--- src/rtl/grader.sv ---
// Responder side of the number-baseball handshake: holds a 4-digit BCD secret and
// grades one question per request, one digit per cycle, reporting strike/ball/count.
//
//   state | meaning
//   IDLE  | waiting for ask_valid
//   CMP   | comparing question digit idx (0 = leftmost) against the secret
//   RESP  | reply_valid pulse cycle; decides whether the game is over
//   DONE  | solved or gave up; holds until reset or secret_load
module grader #(
    parameter logic [15:0] INIT_SECRET = 16'h0123,
    parameter logic [15:0] MAX_ASKS    = 16'd1024
) (
    input  logic        clk,
    input  logic        reset,
    input  logic [15:0] secret_in,
    input  logic        secret_load,
    input  logic [15:0] question,
    input  logic        ask_valid,
    input  logic        ask_ready,
    output logic        reply_ready,
    output logic        reply_valid,
    output logic [2:0]  strike,
    output logic [2:0]  ball,
    output logic        correct,
    output logic [15:0] cnt,
    output logic        invalid,
    output logic        solved,
    output logic        gave_up
);

    typedef enum logic [1:0] {IDLE, CMP, RESP, DONE} state_t;

    state_t      state;
    logic [1:0]  idx;
    logic [15:0] secret;
    logic [15:0] q_reg;
    logic [2:0]  strike_acc;
    logic [2:0]  ball_acc;

    logic [3:0]  q_dig;
    logic        strike_hit;
    logic        ball_hit;
    logic [2:0]  strike_next;
    logic [2:0]  ball_next;
    logic        invalid_q;
    logic [15:0] cnt_next;

    // The solver's ask_ready is informational; the grader never waits on it.
    logic ask_ready_unused;
    assign ask_ready_unused = ask_ready;

    function automatic logic [3:0] nib(input logic [15:0] v, input logic [1:0] i);
        case (i)
            2'd0:    return v[15:12];
            2'd1:    return v[11:8];
            2'd2:    return v[7:4];
            default: return v[3:0];
        endcase
    endfunction

    always_comb begin
        q_dig      = nib(q_reg, idx);
        strike_hit = (q_dig == nib(secret, idx));
        ball_hit   = 1'b0;
        for (int j = 0; j < 4; j++) begin
            if ((2'(j) != idx) && (nib(secret, 2'(j)) == q_dig))
                ball_hit = 1'b1;
        end
        strike_next = strike_acc + {2'b00, strike_hit};
        ball_next   = ball_acc + {2'b00, ball_hit & ~strike_hit};
    end

    always_comb begin
        invalid_q = 1'b0;
        for (int i = 0; i < 4; i++) begin
            if (nib(q_reg, 2'(i)) > 4'd9)
                invalid_q = 1'b1;
            for (int j = i + 1; j < 4; j++) begin
                if (nib(q_reg, 2'(i)) == nib(q_reg, 2'(j)))
                    invalid_q = 1'b1;
            end
        end
        cnt_next = (&cnt) ? cnt : cnt + 16'd1;
    end

    always_ff @(posedge clk) begin
        if (reset) begin
            state       <= IDLE;
            idx         <= 2'd0;
            secret      <= INIT_SECRET;
            q_reg       <= 16'h0000;
            strike_acc  <= 3'd0;
            ball_acc    <= 3'd0;
            reply_ready <= 1'b0;
            reply_valid <= 1'b0;
            strike      <= 3'd0;
            ball        <= 3'd0;
            correct     <= 1'b0;
            cnt         <= 16'h0000;
            invalid     <= 1'b0;
            solved      <= 1'b0;
            gave_up     <= 1'b0;
        end else if (secret_load) begin
            // Drops any in-flight question without a reply and restarts the game.
            state       <= IDLE;
            idx         <= 2'd0;
            secret      <= secret_in;
            strike_acc  <= 3'd0;
            ball_acc    <= 3'd0;
            reply_ready <= 1'b0;
            reply_valid <= 1'b0;
            strike      <= 3'd0;
            ball        <= 3'd0;
            correct     <= 1'b0;
            cnt         <= 16'h0000;
            invalid     <= 1'b0;
            solved      <= 1'b0;
            gave_up     <= 1'b0;
        end else begin
            case (state)
                IDLE: begin
                    if (ask_valid) begin
                        q_reg       <= question;
                        reply_ready <= 1'b1;
                        strike_acc  <= 3'd0;
                        ball_acc    <= 3'd0;
                        idx         <= 2'd0;
                        state       <= CMP;
                    end
                end
                CMP: begin
                    strike_acc <= strike_next;
                    ball_acc   <= ball_next;
                    idx        <= idx + 2'd1;
                    if (idx == 2'd3) begin
                        strike      <= strike_next;
                        ball        <= ball_next;
                        correct     <= (strike_next == 3'd4);
                        invalid     <= invalid_q;
                        cnt         <= cnt_next;
                        reply_valid <= 1'b1;
                        reply_ready <= 1'b0;
                        state       <= RESP;
                    end
                end
                RESP: begin
                    reply_valid <= 1'b0;
                    if (correct || (cnt == MAX_ASKS)) begin
                        solved  <= correct;
                        gave_up <= ~correct;
                        state   <= DONE;
                    end else begin
                        state <= IDLE;
                    end
                end
                default: state <= DONE;
            endcase
        end
    end

endmodule

--- config.mk ---
export PLATFORM = sky130hd
export DESIGN_NAME = grader
export DESIGN_NICKNAME = d
export VERILOG_FILES = /design/src/rtl/grader.sv
export SDC_FILE = /design/constraint.sdc
export NUM_CORES = 1
export LEC_CHECK = 0
export BUFFER_PORTS_ARGS = -buffer_cell sky130_fd_sc_hd__buf_2
export CORE_ASPECT_RATIO = 0.9
export CORE_MARGIN = 2
export CORE_UTILIZATION = 54
export DETAILED_ROUTE_END_ITERATION = 8
export PLACE_DENSITY = 0.73
export SKIP_CTS_REPAIR_TIMING = 1
export SYNTH_ARGS = -nofsm -noshare
export SYNTH_HDL_FRONTEND = slang
export SYNTH_SLANG_ARGS = --single-unit
--- constraint.sdc ---
create_clock -name clk -period 4.29 [get_ports clk]
set_input_delay 0.2145 -clock clk [delete_from_list [all_inputs] [get_ports clk]]
set_output_delay 0.2145 -clock clk [all_outputs]
set_load 0.01 [all_outputs]
==> Word-level counts from Yosys, hierarchy flattened <==
Cells that the tools add are included.
{ "op_classes": {"add_sub_neg": 4, "multipliers": 0, "div": 0, "order_cmp": 4, "n_eq_ne": 23, "shift": 0, "n_mux": 30, "n_bitwise": 5, "reduce_logical": 20} }
{ "op_table": {"columns": ["op", "n"], "rows": [
  ["$eq 4x4->1", 11],
  ["$pmux 4 s3", 2],
  ["$mux 1", 17],
  ["$add 16x1->16 const B", 1],
  ["$eq 16x11->1 const B", 1],
  ["$gt 4x4->1 const B", 4],
  ["$reduce_and 16->1", 1],
  ["$pmux 3 s2", 2],
  ["$reduce_and 2->1", 5],
  ["$reduce_and 3->1", 3],
  ["$mux 2", 4],
  ["$add 3x1->3", 2],
  ["$eq 2x2->1 const B", 3],
  ["$pmux 2 s3", 1],
  ["$reduce_bool 2->1", 3],
  ["$eq 2x1->1 const B", 2],
  ["$logic_and 1x1->1", 4],
  ["$logic_not 2->1", 2],
  ["$ne 2x2->1 const A", 2],
  ["$ne 2x2->1 const B", 2],
  ["$not 1->1", 4],
  ["$pmux 1 s2", 2],
  ["$pmux 2 s2", 1],
  ["$eq 3x3->1 const B", 1],
  ["6 further kinds", 6]
]} }
{ "totals": {"reg_bits": 70, "latchBits": 0, "ramBits": 0, "rom_bits": 0, "inputBits": 37, "out_inout_bits": 28, "word_cells": 101, "mem_count": 0} }

==> Longest topological paths before layout <==
{ "logic_depth": {"ltp_word": 11, "mapped_depth": 13, "mapped_depth_nobuf": 12} }

==> Worst setup path before layout <==
No wires, ideal clock.
{ "synth_path": {"path_type": "reg2reg", "start": "reg idx[0]", "end": "reg ball_acc[2]", "setup_time_ps": 128, "arrival_ps": 2944, "required_ps": 4162, "slack_ps": 1218, "path_stages_with_launch": 13, "n_path_buf": 0, "synth_period_minus_slack_ps": 3072, "path_cell_list": "dfxtp_1 -> inv_1 -> ha_1 -> a222oi_1 -> a21oi_2 -> xor2_1 -> or4_4 -> a41oi_2 -> ha_1 -> ha_1 -> mux2_2 -> a22oi_1 -> nor2_1"} }
{ "synth_via": {"elab_chain_cells": 11, "word_cells_on_any_way": 26, "classes_between": "add/sub: 1; eq/ne: 10; mux: 7; bitwise: 2; reduce/logical: 6"} }
{ "synth_lines": {"columns": ["item", "line_no", "text"], "rows": [
  ["from (decl)", "34", "logic [1:0] idx;"],
  ["from (signal assigned)", "134", "idx <= idx + 2'd1;"],
  ["$eq 2x2->1, or another cell as far along", "53", "case (i)"],
  ["$pmux 4 s3", "53", null],
  ["$eq 4x4->1", "66", "if ((2'(j) != idx) && (nib(secret, 2'(j)) == q_dig))"],
  ["$logic_and 1x1->1", "66", null],
  ["$mux 1 (4 in series)", "66", null],
  ["$and 1x1->1 *", "70", "ball_next = ball_acc + {2'b00, ball_hit & ~strike_hit};"],
  ["$add 3x1->3 *", "70", null],
  ["$pmux 3 s2 *", "120", "case (state)"],
  ["to (signal assigned)", "133", "ball_acc <= ball_next;"],
  ["to (decl)", "38", "logic [2:0] ball_acc;"]
]} }
Every way passes the cells marked *; elsewhere a longest branch is shown, timed or not.
A chain may end at the register's enable or synchronous reset.

==> Final worst setup path <==
Same ends and word-level chain as after synthesis.

==> run_results.csv <==
group,metric,value,unit
grt,grt_pass1_wl,15500,um
drt,drt-initial-drc-count,212,
placed_design,portBuffers,63,
layout,nets,550,
yosys,synth_top_area_share,36.3,%
layout,final_cells,601,
drt,vias_per_cell,5.74,
critical_path,timing.critical_path.mode_cell,"ha_1",
yosys,ys_async_sr_fraction,0,%
run,cap_violations,0,
yosys,yosys_warnings,0,
critical_path,max_stage_delay,610,ps
timing,rsz0062_at_grt,"false",
yosys,yosysMostFrequentCell,"dfxtp_1",
critical_path,crit_arrival,3760,ps
critical_path,cp_slowest_cell,"a222oi_1",
grt,grt_antenna_before_repair,0,
clocking,cts_tree,"yes",
critical_path,critPathMaxFanout,13,
layout,multi_input_area,2260,sq um
timing,skew,6.89,ps
timing,timing.final.ws_setup,752,ps
layout,stdcell_area,4330,sq um
pwr,swShare,26.8,%
layout,syn_to_final_growth,12.3,%
floorplanning,dieArea,7840,sq um
pwr,internal-power,1.02,mW
clocking,cts_num_sinks,70,
critical_path,endpoint_kind,"register",
yosys,syn_avg_cell_area,8.23,sq um
clocking,insertion_delay,350,ps
yosys,synth_seq_area_share,36.3,%
timing,finalHoldViolCount,0,
drt,drc,0,
layout,fill_cells,637,
yosys,synth_edf_count,0,
yosys,synth-seq-cells,70,
critical_path,path_cells,"inv_1, ha_1, a222oi_1, a21oi_2, xor2_1, or4_4, a41oi_2, ha_1, ha_1, mux2_2, a22oi_1, nor2_1",
timing,slew_viol_final,0,
critical_path,required,4510,ps
floorplanning,die_height,84.2,um
floorplanning,die_w,93.1,um
pwr,p_switching,0.374,mW
pwr,p_leak,1.81,nW
timing,setup_tns,0,ps
layout,drive_above_1_share,17.7,%
timing,whs,72.2,ps
worst_hold_path,worstHoldPathType,"in2reg",
pwr,finalPower,1.40,mW
placed_design,dp_hpwl,6400,um
yosys,synth_cell_types,53,
clocking,cts_buffer_depth,2,
clocking,path_clk_slew,80,ps
pwr,p_clk_share,39.8,%
layout,seq_area,1400,sq um
layout,diodes,0,
yosys,synthTopCellsByCount,"70 x dfxtp_1, 54 x nand2_1, 40 x nor2_1",
timing,setup_viol,0,
critical_path,start_kind,"register",
yosys,synth_area_leaders,"dfxtp_1 36%, xor2_1 7.0%, nand2_1 5.3%, a21oi_1 4.4%, nor2_1 3.9%",
grt,grt_pass1_vias,3151,
grt,grt_max_degree,36,
yosys,synth_top_area_cell,"dfxtp_1",
timing,fin_crit,3540,ps
grt,grt_util_all_layers,24.4,%
pwr,seqPwrFrac,50.1,%
clocking,root_buffer,"clkbuf_8",
floorplanning,ioPinCount,65,
pwr,powerDensity,322,nW/um^2
timing,max_slew_margin,18.6,%
timing,fmax,283,MHz
pwr,comb_power_share,10.1,%
floorplanning,core,7000,sq um
placed_design,place_congestion,0.874,
layout,post-route-util,61.9,%
placed_design,place_inst,585,
run_status,status,"complete, no violations",
placed_design,pre_cts_ws,767,ps
yosys,synth.cell_area,3860,sq um
timing,period_share,82.5,%
placed_design,placedInstanceArea,4130,sq um
yosys,syn-instance-count,469,
pwr,ir_worst_vdd,192,uV
clocking,cts_htree_levels,3,
grt,overflow,0,
yosys,ys.flop_type,"dfxtp_1",
yosys,syn_nets,516,
floorplanning,initial_utilization,55.1,%
drt,vias,3451,
floorplanning,placementRows,29,
critical_path,worstSetupPathType,"reg2reg",
drt,wirelength,9230,um
drt,ant_nets,0,
timing,worst_pin_slew,1210,ps
clocking,cts_buffers,9,
drt,dr.pass1.iters,5,
drt,wl_per_cell,15.4,um
## per-layer routing
layer	vias to the layer above	track usage, %	part of all wire [%]
met5	-	0	0
met4	0	7.35	0.75
met3	6	5.30	5.6
met2	107	36.9	45
met1	1611	34.9	49
li1	1727	-	-
## cells by family (layout without fill, tap and decap cells)
| logic type | count (synthesis) | after routing | synth area share, % |
|---|---|---|---|
| XOR/XNOR | 45 | 45 | 10.2 |
| AND/OR/NAND/NOR | 176 | 176 | 22.8 |
| multiplexers | 15 | 15 | 3.95 |
| adder cells (fa/ha/maj) | 10 | 10 | 3.24 |
| buffers and inverters | 48 | 87 | 5.32 |
| AO/OA/AOI/OAI | 105 | 105 | 18.2 |
| flip-flops | 70 | 70 | 36.3 |
## cells in the final DEF (no fill, tap or decap), drive strengths merged, types with 3 or more instances in the layout
| cell | synthesis | final |
|---|---|---|
| dfxtp | 70 | 70 |
| buf | 11 | 64 |
| nand2 | 54 | 54 |
| nor2 | 40 | 40 |
| a21oi | 35 | 35 |
| xor2 | 31 | 31 |
| o21ai | 23 | 23 |
| xnor2 | 14 | 14 |
| mux2i | 13 | 13 |
| or3 | 12 | 12 |
| nor2b | 12 | 12 |
| nor4 | 10 | 10 |
| ha | 10 | 10 |
| clkbuf | 30 | 10 |
| a22oi | 9 | 9 |
| nand3 | 9 | 9 |
| nand4 | 8 | 8 |
| inv | 7 | 8 |
| nor3 | 7 | 7 |
| and2 | 6 | 6 |
| or4 | 6 | 6 |
| a222oi | 5 | 5 |
| a221oi | 5 | 5 |
| a211o | 4 | 4 |
| a221o | 3 | 3 |
| o22ai | 3 | 3 |
| o311ai | 3 | 3 |
| o211ai | 3 | 3 |
| nor4b | 3 | 3 |
| clkinvlp | 0 | 3 |
## worst max-delay path: cells and delay by family (launching register included)
kind,cells,cell delay (ps)
and+or+nand+nor,2,540
AOI/OAI and AO/OA,4,1160
muxes,1,340
DFF,1,380
buffers and inverters,1,100
xor gates and xnor gates,1,170
adders and majority gates,3,720
## power groups by stage
stage               registers, mW  clock network (mW)  logic [mW]
detailed placement          0.714                   0       0.140
finish                      0.699               0.555       0.141
global placement            0.713                   0       0.137
CTS                         0.699               0.566       0.141
global route                0.702               0.590       0.159
floorplan                   0.691                   0       0.121
## area by class of cell
type,count,area share (%)
multi-input combinational,351,52.1
clock buffer,10,3.18
clock inverter,6,1.62
tap,93,2.69
sequential,70,32.3
timing repair buffer,64,7.45
inverter,7,0.606
## final timing paths
kind | cells past startpoint | start | end | slack, ps
worst max-delay path | 12 | idx[0] | ball_acc[2] | 750
worst min-delay path | 2 | secret_in[0] | secret[0] | 70
worst max register to register | 12 | idx[0] | ball_acc[2] | 750
worst min register to register | 2 | strike[0] | strike[0] | 450
Power figures use the tool's default switching activity.
